<file path="config.mk">
export PLATFORM = sky130hd
export DESIGN_NAME = debug_frame_tx
export DESIGN_NICKNAME = d
export VERILOG_FILES = /design/src/rtl/debug_frame_tx.sv
export SDC_FILE = /design/constraint.sdc
export NUM_CORES = 1
export LEC_CHECK = 0
export CAP_MARGIN = 15
export CORE_ASPECT_RATIO = 1.2
export CORE_UTILIZATION = 39
export CTS_CLUSTER_DIAMETER = 120
export CTS_CLUSTER_SIZE = 40
export DETAILED_ROUTE_END_ITERATION = 16
export HOLD_SLACK_MARGIN = 0.05
export PLACE_DENSITY_LB_ADDON = 0.15
export SYNTH_ARGS = -nofsm -noshare
export SYNTH_HDL_FRONTEND = slang
export SYNTH_SLANG_ARGS = --single-unit
</file>
<file path="constraint.sdc">
create_clock -name clk -period 3.65 [get_ports clk]
set_clock_uncertainty 0.15 [all_clocks]
set_input_delay 0.5475 -clock clk [delete_from_list [all_inputs] [get_ports clk]]
set_output_delay 0.5475 -clock clk [all_outputs]
set_load 0.03 [all_outputs]
</file>
<file path="src/rtl/debug_frame_tx.sv">
// Serializes a captured debug snapshot into SOF + MSB-first payload bytes for uart_tx.
// Optional trailing XOR checksum byte is enabled with `define DEBUG_FRAME_CHECKSUM_EN.
module debug_frame_tx #(
    parameter int                 NB_DATA  = 8,
    parameter int                 NB_FRAME = 144,
    parameter logic [NB_DATA-1:0] SOF      = 8'hA5
) (
    input  logic                clk,
    input  logic                i_rst_n,
    input  logic                i_send,
    input  logic [NB_FRAME-1:0] i_frame,
    input  logic                i_txDone,
    output logic                o_tx_start,
    output logic [NB_DATA-1:0]  o_data,
    output logic                o_busy,
    output logic                o_frame_done
);

    localparam int NBYTES = NB_FRAME / NB_DATA;
    localparam int CNT_W  = $clog2(NBYTES + 2);

`ifdef DEBUG_FRAME_CHECKSUM_EN
    localparam logic [CNT_W-1:0] LAST_IDX = CNT_W'(NBYTES + 1);
`else
    localparam logic [CNT_W-1:0] LAST_IDX = CNT_W'(NBYTES);
`endif

    typedef enum logic [2:0] {
        IDLE  = 3'd0,
        START = 3'd1,
        WAIT  = 3'd2,
        NEXT  = 3'd3,
        DONE  = 3'd4
    } state_t;

    state_t              state_r, state_s;
    logic [CNT_W-1:0]    cnt_r, cnt_s;
    logic [NB_FRAME-1:0] shadow_r, shadow_s;
    logic [NB_DATA-1:0]  data_r, data_s;
    logic                tx_start_r, tx_start_s;
    logic                busy_r, busy_s;
    logic                frame_done_r, frame_done_s;

    // Payload index k (1..NBYTES) selects the k-th byte counting from the MSB end.
    function automatic logic [NB_DATA-1:0] payload_byte(input logic [NB_FRAME-1:0] frame,
                                                        input logic [CNT_W-1:0]    idx);
        logic [NB_DATA-1:0] sel;
        sel = {NB_DATA{1'b0}};
        for (int i = 0; i < NBYTES; i++) begin
            if (idx == CNT_W'(i + 1)) begin
                sel = frame[NB_FRAME-1-i*NB_DATA -: NB_DATA];
            end
        end
        return sel;
    endfunction

`ifdef DEBUG_FRAME_CHECKSUM_EN
    logic [NB_DATA-1:0] csum_r, csum_s;

    function automatic logic [NB_DATA-1:0] csum_update(input logic [NB_DATA-1:0] acc,
                                                       input logic [NB_DATA-1:0] data);
        return acc ^ data;
    endfunction
`endif

    // Next-state, counter and shadow-register logic.
    always_comb begin
        state_s  = state_r;
        cnt_s    = cnt_r;
        shadow_s = shadow_r;
        case (state_r)
            IDLE: begin
                if (i_send) begin
                    shadow_s = i_frame;
                    cnt_s    = {CNT_W{1'b0}};
                    state_s  = START;
                end else begin
                    state_s = IDLE;
                end
            end
            START: state_s = WAIT;
            WAIT: begin
                if (i_txDone) begin
                    state_s = NEXT;
                end else begin
                    state_s = WAIT;
                end
            end
            NEXT: begin
                // Saturate at the final index so the counter never runs past the frame.
                if (cnt_r == LAST_IDX) begin
                    state_s = DONE;
                end else begin
                    cnt_s   = cnt_r + {{(CNT_W-1){1'b0}}, 1'b1};
                    state_s = START;
                end
            end
            DONE:    state_s = IDLE;
            default: state_s = IDLE;
        endcase
    end

    // Output decode; o_data is only reloaded on entry to START so it stays put while in flight.
    always_comb begin
        tx_start_s   = (state_s == START);
        busy_s       = (state_s == START) || (state_s == WAIT) || (state_s == NEXT);
        frame_done_s = (state_s == DONE);
        data_s       = data_r;
        if (state_s == START) begin
            if (cnt_s == {CNT_W{1'b0}}) begin
                data_s = SOF;
`ifdef DEBUG_FRAME_CHECKSUM_EN
            end else if (cnt_s == LAST_IDX) begin
                data_s = csum_r;
`endif
            end else begin
                data_s = payload_byte(shadow_s, cnt_s);
            end
        end else begin
            data_s = data_r;
        end
    end

`ifdef DEBUG_FRAME_CHECKSUM_EN
    // Checksum accumulates each payload byte as it is loaded for transmission.
    always_comb begin
        csum_s = csum_r;
        if ((state_r == IDLE) && i_send) begin
            csum_s = {NB_DATA{1'b0}};
        end else if ((state_r == NEXT) && (state_s == START)) begin
            csum_s = csum_update(csum_r, payload_byte(shadow_r, cnt_s));
        end else begin
            csum_s = csum_r;
        end
    end

    // Checksum accumulator register.
    always_ff @(posedge clk) begin
        if (!i_rst_n) begin
            csum_r <= {NB_DATA{1'b0}};
        end else begin
            csum_r <= csum_s;
        end
    end
`endif

    // State, datapath and registered outputs.
    always_ff @(posedge clk) begin
        if (!i_rst_n) begin
            state_r      <= IDLE;
            cnt_r        <= {CNT_W{1'b0}};
            shadow_r     <= {NB_FRAME{1'b0}};
            data_r       <= {NB_DATA{1'b0}};
            tx_start_r   <= 1'b0;
            busy_r       <= 1'b0;
            frame_done_r <= 1'b0;
        end else begin
            state_r      <= state_s;
            cnt_r        <= cnt_s;
            shadow_r     <= shadow_s;
            data_r       <= data_s;
            tx_start_r   <= tx_start_s;
            busy_r       <= busy_s;
            frame_done_r <= frame_done_s;
        end
    end

    assign o_tx_start   = tx_start_r;
    assign o_data       = data_r;
    assign o_busy       = busy_r;
    assign o_frame_done = frame_done_r;

endmodule

</file>
==> impl_summary.log, run 1 <==
INFO  metric status = finished clean
INFO  metric design.die.area = slightly above 0.02 mm2
INFO  metric synth_cell_types = 76
INFO  metric drive_gt1_share = 10.73%
INFO  metric cp_max_fo = 9
INFO  metric totalPowerFinal = ~4800 uW
INFO  metric timing.final.crit_period = roughly 3.2 ns
INFO  metric synth_area_leaders = sky130_fd_sc_hd__dfxtp_1 (41%), sky130_fd_sc_hd__mux2i_1 (15%), sky130_fd_sc_hd__nor2b_1 (9.4%), sky130_fd_sc_hd__nand2_1 (3.9%), sky130_fd_sc_hd__o22ai_1 (2.2%)
INFO  metric synth_common_cells = sky130_fd_sc_hd__dfxtp_1 (163), sky130_fd_sc_hd__mux2i_1 (122), sky130_fd_sc_hd__nor2b_1 (118)
INFO  metric number_of_enable_type_register_cells_in_the_synthesized_netlist = 0
INFO  metric grt_overflow = 0
INFO  metric cts_made_buffers = 17
INFO  metric crit_path_start_kind = register
INFO  metric rsz_0062_raised_after_global_routing = no
INFO  metric dp_slack = ~0.051 ns
INFO  metric yosys_most_used_dff = sky130_fd_sc_hd__dfxtp_1
INFO  metric drt-wirelength-per-cell = approximately 19 um
INFO  metric synth.yosys.seq_area_share = about 41%
INFO  metric flow.area_growth_from_synthesis = 35.01%
INFO  metric netlist.top_cell.by_area = sky130_fd_sc_hd__dfxtp_1
INFO  metric ios = about 160
INFO  metric setup.worst_path.end_class = register
INFO  metric timing.max_slew.rel_slack = between 60% and 70%
INFO  metric p_seq_share = approximately two fifths
INFO  metric p_sw_share = 28.17%
INFO  metric crit_required = between 3 and 4 ns
INFO  metric tritoncts_num_sinks = 163
INFO  metric grt_first_pass_wirelength = 38.52 mm
INFO  metric vias = roughly 7,000
INFO  metric final_core_utilization = a little over half
INFO  metric synth_area_per_cell = 9.316 um2
INFO  metric final_nets = 1,181
INFO  metric top_count_cell_post_synth = sky130_fd_sc_hd__dfxtp_1
INFO  metric synth_seq_cells = roughly 160
INFO  metric post_cts.resized_instances = 0
INFO  metric finalMaxSlewViolations = 0
INFO  metric clockBufferDepth = 2
INFO  metric arrival = ~3.4 ns
INFO  metric cap_violations = 0
INFO  metric hold_class = register to register
INFO  metric htreeDepth = 4
INFO  metric clkSlewWorstSetupHoldPaths = 0.07 ns
INFO  metric place.detailed.hpwl = around 19 mm
INFO  metric antennaDiodeCount = 0
INFO  metric timing.final.setup_violations = 0
INFO  metric final_critical_path_setup_slack = ~0.41 ns
INFO  metric floorplan.initialDensity = roughly 40%
INFO  metric fillerInstances = 1,814
INFO  metric worstSetupPathType = register to register
INFO  metric synth_largest_type_area_fraction = 41.40%
INFO  metric die_x = 131.8 um
INFO  metric route.final.wire_length = between 20 and 25 mm
INFO  metric ys_async_sr_fraction = 0%
INFO  metric drt.antenna.violating_nets = 0
INFO  metric min_period_over_period = roughly nine tenths
INFO  metric globalplace.congestion = slightly below 1
INFO  metric worstMarginPinSlew = 0.5822 ns
INFO  metric p_int = 3441 uW
INFO  metric ctsRootBufferMaster = sky130_fd_sc_hd__clkbuf_16
INFO  metric yosysWarnings = 0
INFO  metric synth_fp_nets = ~1,000
INFO  metric leakage = 0.004062 uW
INFO  metric gr_usage_total = 24.39%
INFO  metric power.share.clock = 37.7%
INFO  metric core_ar = 0.01969 mm2
INFO  metric hold_ws = between 0.3 and 0.4 ns
INFO  metric rows = 56
INFO  metric cts.repair_timing.setup_buffer_count = 0
INFO  metric hold_buffers = 0
INFO  metric setup-tns-final = 0 ns
INFO  metric power_frac_comb = 20.7%
INFO  metric instance_count_along_the_most_critical_hold_path = 2
INFO  metric timing_hold_violations_final = 0
INFO  metric synthCells = ~850
INFO  metric netSwitchingPower = 1350 uW
INFO  metric drt_iter0_markers = 541
INFO  metric max_clock_freq = 0.3088 GHz
INFO  metric worstSkewPairLatency = between 0.4 and 0.5 ns
INFO  metric drc_errors = 0
INFO  metric firstDrtPassIters = 5
INFO  metric cellPowerDensity = around 450 mW/mm2
INFO  metric vdd_drop_max = between 300 and 400 uV
INFO  metric syn-cell-area = 0.007881 mm2
INFO  metric worst-r2r-cell-count = 9
INFO  metric die-height = around 160 um
INFO  metric grt_antenna_before_repair = 0
INFO  metric placement.io_buffers = approximately 160
INFO  metric clock_tree_from_tritoncts = done
INFO  metric maximum_number_of_pins_on_one_net_before_global_route_repair = 121
INFO  metric route.detailed.vias_per_inst = 5.334
INFO  metric first_global_vias = approximately 6,800
==> critical path, stage by stage, from the launching register on <==
cell and delay [ns]:
sky130_fd_sc_hd__dfxtp_1 0.45, sky130_fd_sc_hd__and3b_1 0.36, sky130_fd_sc_hd__a2111oi_4 0.66, sky130_fd_sc_hd__buf_4 0.25, sky130_fd_sc_hd__a21oi_1 0.06, sky130_fd_sc_hd__and4_1 0.28, sky130_fd_sc_hd__buf_4 0.17, sky130_fd_sc_hd__a211oi_1 0.40
sky130_fd_sc_hd__o211ai_1 0.23, sky130_fd_sc_hd__o211ai_1 0.14
==> cell families (layout without fill, tap and decap cells) <==
logic type	Yosys count	after routing	share of synthesized area [%]
compound gates	168	168	15.45
xor+xnor	2	2	0.2223
fa+ha+maj	2	2	0.3175
buf+inv	65	263	3.779
flops	163	163	41.40
mux	124	124	15.78
simple gates	322	322	23.05
==> sequential cells by signal, indices dropped and copies added, names as in the netlist <==
name          count
state_r           3
o_tx_start        1
cnt_r             5
o_frame_done      1
o_data            8
shadow_r        144
o_busy            1
==> power groups by stage <==
stage,registers [uW],logic [uW],clock network [uW]
final,1990,991,1810
after global routing,2010,1070,1910
after CTS,1990,994,1830
after detailed placement,2030,989,0
after global placement,2030,988,0
after floorplan,2030,568,0
==> through the flow <==
step,cell area [um2],std cells
floorplan,7881,846
global placement,10050,1273
detailed placement,10050,1273
CTS,10640,1305
global route,10640,1305
finish,10640,1305
==> layout by cell type (no fill, tap or decap), types with 3 or more instances in the layout <==
cell	count
sky130_fd_sc_hd__dfxtp_1	163
sky130_fd_sc_hd__clkdlybuf4s50_1	157
sky130_fd_sc_hd__mux2i_1	122
sky130_fd_sc_hd__nor2b_1	118
sky130_fd_sc_hd__nand2_1	82
sky130_fd_sc_hd__buf_4	64
sky130_fd_sc_hd__o22ai_1	28
sky130_fd_sc_hd__nor2_1	24
sky130_fd_sc_hd__a21boi_0	22
sky130_fd_sc_hd__a21oi_1	22
sky130_fd_sc_hd__o21ai_0	18
sky130_fd_sc_hd__clkbuf_16	17
sky130_fd_sc_hd__and2_1	16
sky130_fd_sc_hd__nand3_1	15
sky130_fd_sc_hd__a211oi_1	10
sky130_fd_sc_hd__nand4_1	10
sky130_fd_sc_hd__nor3_1	10
sky130_fd_sc_hd__o221ai_1	10
sky130_fd_sc_hd__or3_1	8
sky130_fd_sc_hd__and3_1	8
sky130_fd_sc_hd__inv_1	7
sky130_fd_sc_hd__o21ai_1	6
sky130_fd_sc_hd__a31oi_1	5
sky130_fd_sc_hd__nor4_1	5
sky130_fd_sc_hd__clkinv_4	5
sky130_fd_sc_hd__inv_6	4
sky130_fd_sc_hd__o21a_1	3
sky130_fd_sc_hd__o2111ai_1	3
sky130_fd_sc_hd__o211ai_1	3
sky130_fd_sc_hd__a221oi_1	3
sky130_fd_sc_hd__buf_12	3
==> routing by layer <==
layer / vias up / global-route usage [%] / routed length (um) / share of wire, %
li1: 3420 / - / - / -
met1: 3259 / 32.42 / 11270 / 46
met2: 240 / 39.46 / 11470 / 46
met3: 42 / 3.714 / 1287 / 5.2
met4: 0 / 10.19 / 696 / 2.8
met5: - / 0 / 0 / 0
==> final timing paths <==
kind | startpoint | end | slack [ns]
worst max-delay path | state_r[2]$_SDFF_PN0_ | o_data[2]$_SDFFE_PN0P_ | 0.41
worst min-delay path | shadow_r[121]$_SDFF_PN0_ | shadow_r[121]$_SDFF_PN0_ | 0.32
worst max register to register | state_r[2]$_SDFF_PN0_ | o_data[2]$_SDFFE_PN0P_ | 0.41
worst min register to register | shadow_r[121]$_SDFF_PN0_ | shadow_r[121]$_SDFF_PN0_ | 0.32
==> cell type report <==
class,count,area [um2],area share [%]
multi-input combinational,618,4320,40.60
sequential,163,3263,30.67
timing repair buffer,224,2112,19.85
clock buffer,19,442.9,4.163
tap,261,326.6,3.069
clock inverter,13,148.9,1.399
inverter,7,26.28,0.2469
No activity file was read; power rests on OpenSTA's default activity.
==> inputs of run 2 (changes only) <==
--- a/config.mk
+++ b/config.mk
@@ -11,6 +11,7 @@
 export CTS_CLUSTER_DIAMETER = 120
 export CTS_CLUSTER_SIZE = 40
 export DETAILED_ROUTE_END_ITERATION = 16
+export GPL_TIMING_DRIVEN = 0
 export HOLD_SLACK_MARGIN = 0.05
 export PLACE_DENSITY_LB_ADDON = 0.15
 export SYNTH_ARGS = -nofsm -noshare
==> run 2 against run 1 <==
  * Sequential share of layout area up 0.19 points
  * Count of clock-buffer cells in the layout unchanged
  * Sequential cell count unchanged
  * Cell count down 0.38%
  * Global-route usage up 3.0 points
==> impl_summary.log, run 2 (synthesis gave the netlist of run 1 again) <==
INFO  metric status = finished clean
INFO  metric clockBufferDepth = 2
INFO  metric die-height = 157.7 um
INFO  metric worstSetupPathType = register to register
INFO  metric placed_area = a little under 0.01 mm2
INFO  metric finalMaxSlewViolations = 0
INFO  metric timing_hold_violations_final = 0
INFO  metric hold_buffers = 0
INFO  metric clkSlewWorstSetupHoldPaths = 0.06 ns
INFO  metric setup.worst_path.end_class = register
INFO  metric ctsRootBufferMaster = sky130_fd_sc_hd__clkbuf_16
INFO  metric crit_path_start_kind = register
INFO  metric busiest_layer = met2
INFO  metric arrival = ~3.8 ns
INFO  metric place.detailed.hpwl = about 21 mm
INFO  metric drt_iter0_markers = 483
INFO  metric hold_ws = approximately 0.32 ns
INFO  metric drive_gt1_share = between 8 and 9%
INFO  metric timing.max_slew.rel_slack = 33.54%
INFO  metric grt_antenna_before_repair = 0
INFO  metric first_global_vias = around 6,900
INFO  metric cts_made_buffers = 17
INFO  metric timing.final.crit_period = 3.628 ns
INFO  metric min_period_over_period = between 90% and 100%
INFO  metric hold_class = register to register
INFO  metric maximum_number_of_pins_on_one_net_before_global_route_repair = 17
INFO  metric max_clock_freq = between 0.2 and 0.3 GHz
INFO  metric cap_violations = 0
INFO  metric rows = between 50 and 60
INFO  metric firstDrtPassIters = 5
INFO  metric worstSkewPairLatency = 0.44 ns
INFO  metric drc_errors = 0
INFO  metric grtUsageMet1 = between 30% and 40%
INFO  metric core_ar = 0.01969 mm2
INFO  metric regArea = around 0.0033 mm2
INFO  metric setup-tns-final = 0 ns
INFO  metric vias = between 7,000 and 8,000
INFO  metric design.die.area = just over 0.02 mm2
INFO  metric htreeDepth = 4
INFO  metric clock_tree_from_tritoncts = done
INFO  metric totalPowerFinal = between 4000 and 5000 uW
INFO  metric final_nets = around 1,200
INFO  metric vdd_drop_max = approximately 320 uV
INFO  metric globalplace.congestion = approximately 0.94
INFO  metric layout.cells.most_common_list = sky130_fd_sc_hd__dfxtp_1 (162), sky130_fd_sc_hd__clkdlybuf4s50_1 (158), sky130_fd_sc_hd__mux2i_1 (121), sky130_fd_sc_hd__nor2b_1 (118), sky130_fd_sc_hd__nand2_1 (82)
INFO  metric gr_usage_total = between 20% and 30%
INFO  metric timing.final.setup_violations = 0
INFO  metric dp.cells = ~1,300
INFO  metric flow.area_growth_from_synthesis = 34.21%
INFO  metric tritoncts_num_sinks = between 150 and 200
INFO  metric route.final.wire_length = about 28 mm
INFO  metric cell_area_after_layout = 0.01058 mm2
INFO  metric ios = around 160
INFO  metric drt-wirelength-per-cell = between 20 and 25 um
INFO  metric mostFrequentLayoutCell = sky130_fd_sc_hd__dfxtp_1
INFO  metric antennaDiodeCount = 0
INFO  metric fillerInstances = roughly 1,900
INFO  metric route.detailed.vias_per_inst = about 5.5
INFO  metric leakage = about 0.0040 uW
INFO  metric multi_input_area = roughly 0.0044 mm2
INFO  metric cellPowerDensity = 472.2 mW/mm2
INFO  metric final_cell_count_no_fill = ~1,300
INFO  metric regMostFlops = shadow_r
INFO  metric grt_overflow = 0
INFO  metric crit_required = roughly 3.8 ns
INFO  metric worstMarginPinSlew = 0.9969 ns
INFO  metric grt_first_pass_wirelength = roughly 42 mm
INFO  metric die_x = 131.8 um
INFO  metric largest_reg_flops = about 140
INFO  metric cp_max_fo = 10
INFO  metric groute.layer.met3.usage = 4.899%
INFO  metric drt.antenna.violating_nets = 0
INFO  metric met2_grt_util = a little under half
INFO  metric placement.io_buffers = about 160
INFO  metric floorplan.initialDensity = around two fifths
## run 2: cell types whose count changed in the layout (fill, tap and decap cells not counted), sizes merged
cell	change
buf	-35
bufinv	+3
clkbuf	+30
clkdlybuf4s50	+1
clkinv	-3
clkinvlp	+1
inv	-2
## run 2: metal layers
metal	up-vias	share of wire, %
met5	-	0
met1	3382	44
met4	0	3.6
met3	56	5.8
li1	3408	-
met2	286	47
## run 2: layout make-up
cell class	count	share of cell area (%)
Tap cell	261	3.087
Multi-Input combinational cell	618	41.78
Clock inverter	12	1.916
Sequential cell	163	30.86
Buffer	58	2.685
Inverter	7	0.2484
Timing Repair Buffer	162	15.24
Clock buffer	19	4.187
## run 2: repair_timing
| item | in CTS | in global routing |
|---|---|---|
| resized for setup | 9 | 17 |
| pin swaps | 0 | 2 |
| setup buffers | 0 | 4 |
| setup endpoints to repair | 6 | 5 |
## run 2: power breakdown
part	total (uW)	internal (uW)	leakage [uW]	switching, uW
clock network	1990	1230	0.000314	761
logic	1010	452	0.00231	562
registers	1990	1940	0.00134	49.8
## run 2: worst paths after layout
path	from	to	slack, ns	cells past startpoint
worst min register to register	shadow_r[143]$_SDFF_PN0_	shadow_r[143]$_SDFF_PN0_	0.32	2
worst max register to register	cnt_r[1]$_SDFF_PN0_	o_data[2]$_SDFFE_PN0P_	0.02	11
worst max-delay path	cnt_r[1]$_SDFF_PN0_	o_data[2]$_SDFFE_PN0P_	0.02	11
worst min-delay path	shadow_r[143]$_SDFF_PN0_	shadow_r[143]$_SDFF_PN0_	0.32	2
## run 2: critical path, stage by stage (launching register included)
cell and delay [ns]:
sky130_fd_sc_hd__dfxtp_1 0.54, sky130_fd_sc_hd__ha_2 0.35, sky130_fd_sc_hd__nand4b_1 0.17, sky130_fd_sc_hd__or3_1 0.46, sky130_fd_sc_hd__and2_1 0.21, sky130_fd_sc_hd__buf_2 0.20, sky130_fd_sc_hd__buf_2 0.23, sky130_fd_sc_hd__o2111ai_1 0.15
sky130_fd_sc_hd__o221ai_1 0.18, sky130_fd_sc_hd__o31a_1 0.39, sky130_fd_sc_hd__o211ai_1 0.34, sky130_fd_sc_hd__o211ai_1 0.15
## run 2: per-stage QoR
stage	util, %	worst slack (ns)
after CTS	53.19	0.02786
after global routing	53.72	-0.005147
after detailed placement	49.72	-0.5022
final	53.72	0.02159
after global placement	49.72	-0.6139
after floorplan	-	0.6473
